### config.mk
export PLATFORM = sky130hd
export DESIGN_NAME = sdram_port_arbiter_flat
export DESIGN_NICKNAME = d
export VERILOG_FILES = /design/src/rtl/cylon_mem_pkg.sv /design/src/rtl/sdram_port_arbiter_if.sv /design/src/rtl/sdram_port_arbiter_rr_pick.sv /design/src/rtl/sdram_port_arbiter.sv /design/src/flat_wrapper.sv
export SDC_FILE = /design/constraint.sdc
export NUM_CORES = 1
export LEC_CHECK = 0
export CAP_MARGIN = 20
export CORE_MARGIN = 5
export CORE_UTILIZATION = 25
export CTS_CLUSTER_SIZE = 20
export DETAILED_ROUTE_END_ITERATION = 10
export GPL_TIMING_DRIVEN = 0
export PLACE_DENSITY = 0.57
export SYNTH_ARGS = -nofsm -noshare
export SYNTH_HDL_FRONTEND = slang
export SYNTH_SLANG_ARGS = --single-unit
### constraint.sdc
create_clock -name clk_sys -period 8.9 [get_ports clk_sys]
set_input_delay 1.335 -clock clk_sys [delete_from_list [all_inputs] [get_ports clk_sys]]
set_output_delay 1.335 -clock clk_sys [all_outputs]
set_load 0.005 [all_outputs]
### src/rtl/cylon_mem_pkg.sv
// Shared memory-subsystem types: arbiter states, requester indices, abort data.
package cylon_mem_pkg;

    typedef logic [1:0] arb_state_t;

    localparam arb_state_t IDLE = 2'd0;
    localparam arb_state_t WAIT = 2'd1;
    localparam arb_state_t DONE = 2'd2;

    localparam int unsigned REQ_VDP = 0;
    localparam int unsigned REQ_CPU = 1;
    localparam int unsigned REQ_APU = 2;

    // Read data returned on an aborted transaction, truncated to the bus width.
    localparam logic [63:0] RD_ABORT_DATA = '1;

endpackage

### src/rtl/sdram_port_arbiter_if.sv
// Host port of sdram_controller: the arbiter is the master, the controller the slave.
interface sdram_port_arbiter_if #(
    parameter int unsigned AW = 32,
    parameter int unsigned DW = 32
);
    logic [AW-1:0] h_addr;
    logic [DW-1:0] h_din;
    logic          h_wr;
    logic          h_req;
    logic          h_ack;
    logic [DW-1:0] h_dout;

    modport master (output h_addr, h_din, h_wr, h_req, input h_ack, h_dout);
    modport slave  (input h_addr, h_din, h_wr, h_req, output h_ack, h_dout);
endinterface

### src/rtl/sdram_port_arbiter_rr_pick.sv
// Combinational round-robin selector: first set request after i_last, with wrap-around.
module rr_pick #(
    parameter int unsigned NREQ = 3,
    parameter int unsigned IW   = 2
) (
    input  logic [NREQ-1:0] i_req,
    input  logic [IW-1:0]   i_last,
    output logic [IW-1:0]   o_winner,
    output logic            o_any
);

    int              w_idx;
    logic [NREQ-1:0] w_bits;

    // Walk from farthest to nearest so the nearest candidate is written last.
    always_comb begin
        o_winner = '0;
        w_idx    = 0;
        w_bits   = '0;
        for (int i = int'(NREQ); i >= 1; i--) begin
            w_idx  = (int'(i_last) + i) % int'(NREQ);
            w_bits = i_req >> w_idx;
            if (w_bits[0]) o_winner = IW'(w_idx);
        end
    end

    assign o_any = |i_req;

endmodule

### src/rtl/sdram_port_arbiter.sv
// Shares the sdram_controller host port between NREQ requesters, one transaction
// at a time, round-robin with a VDP urgency override and a stuck-controller timeout.
module sdram_port_arbiter
    import cylon_mem_pkg::*;
#(
    parameter int unsigned NREQ    = 3,
    parameter int unsigned AW      = 32,
    parameter int unsigned DW      = 32,
    parameter int unsigned TIMEOUT = 255
) (
    input  logic               clk_sys,
    input  logic               rst_n,
    input  logic [NREQ-1:0]    req_valid,
    input  logic [NREQ-1:0]    req_wr,
    input  logic [NREQ*AW-1:0] req_addr,
    input  logic [NREQ*DW-1:0] req_din,
    input  logic               vdp_urgent,
    output logic [NREQ-1:0]    req_ack,
    output logic [DW-1:0]      rd_data,
    output logic               busy,
    output logic               timeout_err,
    sdram_port_arbiter_if.master host
);

    localparam int unsigned IW = (NREQ > 1) ? $clog2(NREQ) : 1;
    localparam int unsigned CW = 8;

    arb_state_t      r_state, w_state_nx;
    logic [IW-1:0]   r_last, w_last_nx;
    logic [CW-1:0]   r_cnt, w_cnt_nx, w_cnt_inc;
    logic [AW-1:0]   r_h_addr, w_h_addr_nx;
    logic [DW-1:0]   r_h_din, w_h_din_nx;
    logic            r_h_wr, w_h_wr_nx;
    logic            r_h_req, w_h_req_nx;
    logic [NREQ-1:0] r_req_ack, w_req_ack_nx;
    logic [DW-1:0]   r_rd_data, w_rd_data_nx;
    logic            r_busy, w_busy_nx;
    logic            r_terr, w_terr_nx;

    logic [IW-1:0]   w_pick, w_win;
    logic            w_any;
    logic [AW-1:0]   w_addr_sel;
    logic [DW-1:0]   w_din_sel;
    logic [NREQ-1:0] w_wr_bits;

    rr_pick #(.NREQ(NREQ), .IW(IW)) u_rr_pick (
        .i_req    (req_valid),
        .i_last   (r_last),
        .o_winner (w_pick),
        .o_any    (w_any)
    );

    // An urgent VDP only overrides the rotation when it is actually requesting.
    assign w_win      = (vdp_urgent && req_valid[REQ_VDP]) ? IW'(REQ_VDP) : w_pick;
    assign w_addr_sel = AW'(req_addr >> (int'(w_win) * int'(AW)));
    assign w_din_sel  = DW'(req_din >> (int'(w_win) * int'(DW)));
    assign w_wr_bits  = req_wr >> w_win;
    assign w_cnt_inc  = r_cnt + CW'(1);

    always_comb begin
        w_state_nx   = r_state;
        w_last_nx    = r_last;
        w_cnt_nx     = r_cnt;
        w_h_addr_nx  = r_h_addr;
        w_h_din_nx   = r_h_din;
        w_h_wr_nx    = r_h_wr;
        w_h_req_nx   = r_h_req;
        w_req_ack_nx = '0;
        w_rd_data_nx = r_rd_data;
        w_terr_nx    = r_terr;
        case (r_state)
            IDLE: begin
                if (w_any) begin
                    w_h_addr_nx = w_addr_sel;
                    w_h_din_nx  = w_din_sel;
                    w_h_wr_nx   = w_wr_bits[0];
                    w_h_req_nx  = 1'b1;
                    w_last_nx   = w_win;
                    w_cnt_nx    = '0;
                    w_state_nx  = WAIT;
                end
            end
            WAIT: begin
                // A completing ack takes priority over a timeout in the same cycle.
                if (host.h_ack) begin
                    w_h_req_nx   = 1'b0;
                    if (!r_h_wr) w_rd_data_nx = host.h_dout;
                    w_req_ack_nx = NREQ'(1) << r_last;
                    w_state_nx   = DONE;
                end else if (w_cnt_inc == CW'(TIMEOUT)) begin
                    w_h_req_nx   = 1'b0;
                    w_terr_nx    = 1'b1;
                    w_rd_data_nx = DW'(RD_ABORT_DATA);
                    w_req_ack_nx = NREQ'(1) << r_last;
                    w_state_nx   = DONE;
                end else begin
                    w_cnt_nx = w_cnt_inc;
                end
            end
            DONE:    w_state_nx = IDLE;
            default: w_state_nx = IDLE;
        endcase
        w_busy_nx = (w_state_nx != IDLE);
    end

    always_ff @(posedge clk_sys or negedge rst_n) begin
        if (!rst_n) begin
            r_state   <= IDLE;
            r_last    <= IW'(NREQ - 1);
            r_cnt     <= '0;
            r_h_addr  <= '0;
            r_h_din   <= '0;
            r_h_wr    <= 1'b0;
            r_h_req   <= 1'b0;
            r_req_ack <= '0;
            r_rd_data <= '0;
            r_busy    <= 1'b0;
            r_terr    <= 1'b0;
        end else begin
            r_state   <= w_state_nx;
            r_last    <= w_last_nx;
            r_cnt     <= w_cnt_nx;
            r_h_addr  <= w_h_addr_nx;
            r_h_din   <= w_h_din_nx;
            r_h_wr    <= w_h_wr_nx;
            r_h_req   <= w_h_req_nx;
            r_req_ack <= w_req_ack_nx;
            r_rd_data <= w_rd_data_nx;
            r_busy    <= w_busy_nx;
            r_terr    <= w_terr_nx;
        end
    end

    assign host.h_addr = r_h_addr;
    assign host.h_din  = r_h_din;
    assign host.h_wr   = r_h_wr;
    assign host.h_req  = r_h_req;
    assign req_ack     = r_req_ack;
    assign rd_data     = r_rd_data;
    assign busy        = r_busy;
    assign timeout_err = r_terr;

endmodule

### src/flat_wrapper.sv
// flat-port wrapper written by rule: the top's interface ports become plain ports
module sdram_port_arbiter_flat import cylon_mem_pkg::*;
#(
    parameter int unsigned NREQ    = 3,
    parameter int unsigned AW      = 32,
    parameter int unsigned DW      = 32,
    parameter int unsigned TIMEOUT = 255
)
  (clk_sys, rst_n, req_valid, req_wr, req_addr, req_din, vdp_urgent, req_ack, rd_data, busy, timeout_err, host_h_addr, host_h_din, host_h_wr, host_h_req, host_h_ack, host_h_dout);
  sdram_port_arbiter_if #(.AW(AW), .DW(DW)) host_i ();
  input  logic clk_sys;
  input  logic rst_n;
  input  logic [NREQ-1:0] req_valid;
  input  logic [NREQ-1:0] req_wr;
  input  logic [NREQ*AW-1:0] req_addr;
  input  logic [NREQ*DW-1:0] req_din;
  input  logic vdp_urgent;
  output logic [NREQ-1:0] req_ack;
  output logic [DW-1:0] rd_data;
  output logic busy;
  output logic timeout_err;
  output wire logic [$bits(host_i.h_addr)-1:0] host_h_addr;
  output wire logic [$bits(host_i.h_din)-1:0] host_h_din;
  output wire logic [$bits(host_i.h_wr)-1:0] host_h_wr;
  output wire logic [$bits(host_i.h_req)-1:0] host_h_req;
  input wire logic [$bits(host_i.h_ack)-1:0] host_h_ack;
  input wire logic [$bits(host_i.h_dout)-1:0] host_h_dout;
  assign host_h_addr = host_i.h_addr;
  assign host_h_din = host_i.h_din;
  assign host_h_wr = host_i.h_wr;
  assign host_h_req = host_i.h_req;
  assign host_i.h_ack = host_h_ack;
  assign host_i.h_dout = host_h_dout;
  sdram_port_arbiter #(.NREQ(NREQ), .AW(AW), .DW(DW), .TIMEOUT(TIMEOUT)) u_core (.clk_sys(clk_sys), .rst_n(rst_n), .req_valid(req_valid), .req_wr(req_wr), .req_addr(req_addr), .req_din(req_din), .vdp_urgent(vdp_urgent), .req_ack(req_ack), .rd_data(rd_data), .busy(busy), .timeout_err(timeout_err), .host(host_i));
endmodule
==> impl_table.tex <==
\begin{tabular}{lr}
\hline
Metric & Value \\
\hline
\multicolumn{2}{l}{\textbf{Routing}} \\
Number of DRC violations after detailed-routing iteration 0 & 313 \\
Wl on met1 & 9679 µm \\
Number of remaining DRC errors & 0 \\
Routed wire length on met3 & 2383 µm \\
Number of search-and-repair iterations in the first detailed-routing pass & 5 \\
Wirelength per Cell & 18.21 µm \\
WL final & 22730 µm \\
Via count of the routed design & 5616 \\
Via density per instance & 4.500 \\
Antenna violation net count after detailed routing & 0 \\
Met2 routed wirelength & 10410 µm \\
Highest routed metal layer & met4 \\
\multicolumn{2}{l}{\textbf{Place}} \\
Count of input and output buffers & 336 \\
Routability congestion estimate from global placement & 0.8192 \\
Place WS & 4.843 ns \\
Sum of net half-perimeters after detailed placement & 17420 µm \\
\multicolumn{2}{l}{\textbf{STA}} \\
RSZ-0062 raised after global routing & false \\
Setup TNS Final & 0 ns \\
Worst Tran Pin Value & 0.8743 ns \\
Setup Skew & 0.009417 ns \\
Hold Fails Final Rpt & 0 \\
Final setup violation count & 0 \\
Setup ws final & 5.190 ns \\
Slew HR & 41.27\% \\
Minimum clock period & 3.710 ns \\
Final period util & 41.68\% \\
Final Slew Violations & 0 \\
Maximum clock frequency & 269.5 MHz \\
\multicolumn{2}{l}{\textbf{Power}} \\
VDD IR-drop max & 121.3 µV \\
Lkg Pwr & 4.648 nW \\
Part of the power in registers & 28.8\% \\
Part of the total power dissipated in combinational logic & 51.5\% \\
Clock network power share & 19.7\% \\
Net switching component of the power & 0.001175 W \\
Sw frac & 36.93\% \\
Power per standard cell area & 313.0 nW/µm² \\
Internal & 0.002007 W \\
Post-layout total power & 0.003181 W \\
\multicolumn{2}{l}{\textbf{Global route}} \\
Antenna violations before repair & 0 \\
Global-route usage over all layers & 16.54\% \\
Remaining Overflow, GRT & 0 \\
Vias in the first global route & 5858 \\
First-pass GRT wire length & 33820 µm \\
Maximum number of pins on one net before global-route repair & 61 \\
\multicolumn{2}{l}{\textbf{Clocking}} \\
Inserted Clock Buffers & 17 \\
Hold-fix buffers at CTS & 0 \\
Clock slew at reported path FFs & 0.06 ns \\
Root Buffer & clkbuf\_16 \\
TritonCTS clock tree & built \\
CTS Buffer Depth & 2 \\
Resized cells post-CTS & 0 \\
Insertion delay of the later-clocked pin in the worst-skew pair & 0.41 ns \\
Post-CTS Setup Inserts & 0 \\
Clock sinks & 115 \\
H-tree depth & 4 \\
\multicolumn{2}{l}{\textbf{Logic synthesis}} \\
Number of synthesized flops with an enable pin & 0 \\
Yosys Warn Count & 0 \\
Synth area leaders & dfrtp\_1 49\%, mux2i\_1 11\%, o221ai\_1 9.6\% \\
Synthesized instance count & 560 \\
Count of distinct cell types in the synthesized netlist & 45 \\
Total standard cell area after synthesis & 5841 µm² \\
Commonest cells post-synth & 114 x dfrtp\_1, 78 x nand2\_1, 72 x inv\_1, 66 x mux2i\_1, 64 x o221ai\_1 \\
Cell type with the largest total area after synthesis & dfrtp\_1 \\
Most instantiated flip-flop cell in the synthesis netlist & dfrtp\_1 \\
Mean area per synthesized cell & 10.43 µm² \\
FF+latch count, synth & 115 \\
Async set-or-reset flop fraction in the synthesized netlist & 100.0\% \\
Most frequent cell after synthesis & dfrtp\_1 \\
Share of synthesized area occupied by flip-flops and latches & 49.29\% \\
Portion of synthesized cell area occupied by the leading cell type & 48.84\% \\
Mapped Nets & 805 \\
\multicolumn{2}{l}{\textbf{Critical path}} \\
Total buffers and inverters traversed by the critical path & 5 \\
Worst Reg-to-Reg Cells & 14 \\
Crit-path max FO & 10 \\
Stages on the worst setup path & 14 \\
Reg-to-reg setup timing slack & 5.19 ns \\
Setup CP Type & flip-flop to flip-flop \\
Crit path DAT & 3.95 ns \\
Startpoint of the worst register-to-register path & u\_core.r\_last[1]\$\_DFFE\_PN1P\_ \\
Required time of the worst setup path & 9.14 ns \\
Maximum cell stage delay along the critical path & 0.60 ns \\
Cell with the largest stage delay on the worst path & dfstp\_2 \\
Element type at the critical path start & flip-flop \\
Worst setup EP type & flip-flop \\
Category of cells accounting for the largest share of critical-path delay & buffers and inverters \\
Endpoint of the worst-slack reg-to-reg timing path & u\_core.host.h\_addr[12]\$\_DFFE\_PN0P\_ \\
CP Cell Sequence & inv\_1 -> ha\_1 -> buf\_2 -> nand3b\_1 -> ha\_1 -> nand3b\_1 -> mux2i\_1 -> a32o\_1 -> a221o\_1 -> clkbuf\_1 -> buf\_4 -> buf\_4 -> mux2i\_1 -> o221ai\_1 \\
\multicolumn{2}{l}{\textbf{Cells and area}} \\
Fillers & 2320 \\
Number of nets in the layout & 1161 \\
Fraction of layout instances using a drive strength above 1 & 6.997\% \\
Antenna Diode Count & 0 \\
Footprint of the multi-input gates & 2484 µm² \\
Post-layout utilization of the core & 43.69\% \\
Area delta synth->final & 74.01\% \\
Area used by sequential logic in the layout & 2879 µm² \\
\multicolumn{2}{l}{\textbf{Hold path}} \\
Hold Path Class & flip-flop to flip-flop \\
Critical hold path startpoint & u\_core.timeout\_err\$\_DFFE\_PN0P\_ \\
Worst Hold Depth & 1 \\
Endpoint with the worst hold slack & u\_core.timeout\_err\$\_DFFE\_PN0P\_ \\
\multicolumn{2}{l}{\textbf{Floorplanning}} \\
Chip Height & 162.8 µm \\
Floorplan die area & 26520 µm² \\
Placement Rows & 56 \\
X dimension of the die & 162.8 µm \\
Floorplan core area & 23260 µm² \\
Effective utilization at floorplan & 25.11\% \\
Top-level I/O count & 337 \\
\multicolumn{2}{l}{\textbf{Outcome}} \\
Result of the run & completed \\
\multicolumn{2}{l}{\textbf{Flow run}} \\
Max-cap check violation count & 0 \\
\hline
\end{tabular}
layer usage:
metal,track usage (%),vias up
li1,-,2727
met4,3.507,0
met3,7.062,17
met1,20.81,2598
met5,0,-
met2,26.64,274
power groups by stage:
stage | logic [W] | registers, W | clock network (W)
after floorplan | 0.000782 | 0.000921 | 0
after global placement | 0.00167 | 0.000915 | 0
after detailed placement | 0.00168 | 0.000922 | 0
after CTS | 0.00168 | 0.000920 | 0.000647
after global routing | 0.00180 | 0.000951 | 0.000673
final | 0.00164 | 0.000917 | 0.000627
area by class of cell:
type	count	share of cell area [%]
Timing Repair Buffer	337	33.37
Clock inverter	12	0.8371
Buffer	41	2.044
Inverter	72	2.659
Tap cell	319	3.927
Multi-Input combinational cell	332	24.44
Sequential cell	115	28.33
Clock buffer	20	4.395
layout by cell type (no fill, tap or decap), drive strengths merged, types with 4 or more instances in the layout:
| master | netlist | layout |
|---|---|---|
| clkinvlp | 0 | 4 |
| inv | 72 | 73 |
| nor2b | 5 | 5 |
| clkbuf | 15 | 35 |
| nand2b | 4 | 4 |
| nand3 | 8 | 8 |
| mux2i | 66 | 66 |
| o22a | 32 | 32 |
| dfrtp | 114 | 114 |
| clkinv | 0 | 7 |
| nor2 | 11 | 11 |
| o21ai | 8 | 8 |
| o221ai | 64 | 64 |
| ha | 11 | 11 |
| clkdlybuf4s50 | 0 | 335 |
| nand2 | 78 | 78 |
| buf | 26 | 28 |
| nor3 | 4 | 4 |
flip-flops by register name, indices dropped and copies added, names as in the netlist:
| register | cells |
|---|---|
| u_core.rd_data | 32 |
| u_core.timeout_err | 1 |
| u_core.r_state | 2 |
| u_core.busy | 1 |
| u_core.r_cnt | 8 |
| u_core.host.h_addr | 32 |
| u_core.host.h_wr | 1 |
| u_core.host.h_din | 32 |
| u_core.req_ack | 3 |
| u_core.r_last | 2 |
| u_core.host.h_req | 1 |
metrics by stage:
| stage | instances | cell area, µm² | hold slack, ns |
|---|---|---|---|
| final | 1248 | 10160 | 0.4660 |
| after global placement | 1215 | 9603 | 0.4494 |
| after CTS | 1248 | 10160 | 0.4728 |
| after detailed placement | 1216 | 9632 | 0.4578 |
| after global routing | 1248 | 10160 | 0.5019 |
| after floorplan | 560 | 5841 | 0.4590 |
kinds of logic (layout without fill, tap and decap cells):
logic type	after synthesis	after routing	synth area share, %
xor+xnor	2	2	0.3000
mux	69	69	12.02
fa+ha+maj	11	11	2.356
flops	115	115	49.29
compound gates	128	128	18.62
buf+inv	113	482	8.183
simple gates	122	122	9.233
worst max-delay path by stage:
stage	start	to	slack [ns]
5_1_grt	u_core.r_last[1]$_DFFE_PN1P_	u_core.host.h_addr[18]$_DFFE_PN0P_	4.78
2_1_floorplan	u_core.r_last[1]$_DFFE_PN1P_	u_core.host.h_addr[10]$_DFFE_PN0P_	5.85
3_3_place_gp	rst_n	u_core.host.h_din[17]$_DFFE_PN0P_	1.43
3_5_place_dp	req_valid[2]	u_core.host.h_addr[17]$_DFFE_PN0P_	4.84
6_report	u_core.r_last[1]$_DFFE_PN1P_	u_core.host.h_addr[12]$_DFFE_PN0P_	5.19
4_1_cts	u_core.r_last[1]$_DFFE_PN1P_	u_core.host.h_addr[17]$_DFFE_PN0P_	5.13
Power figures use the tool's default switching activity.
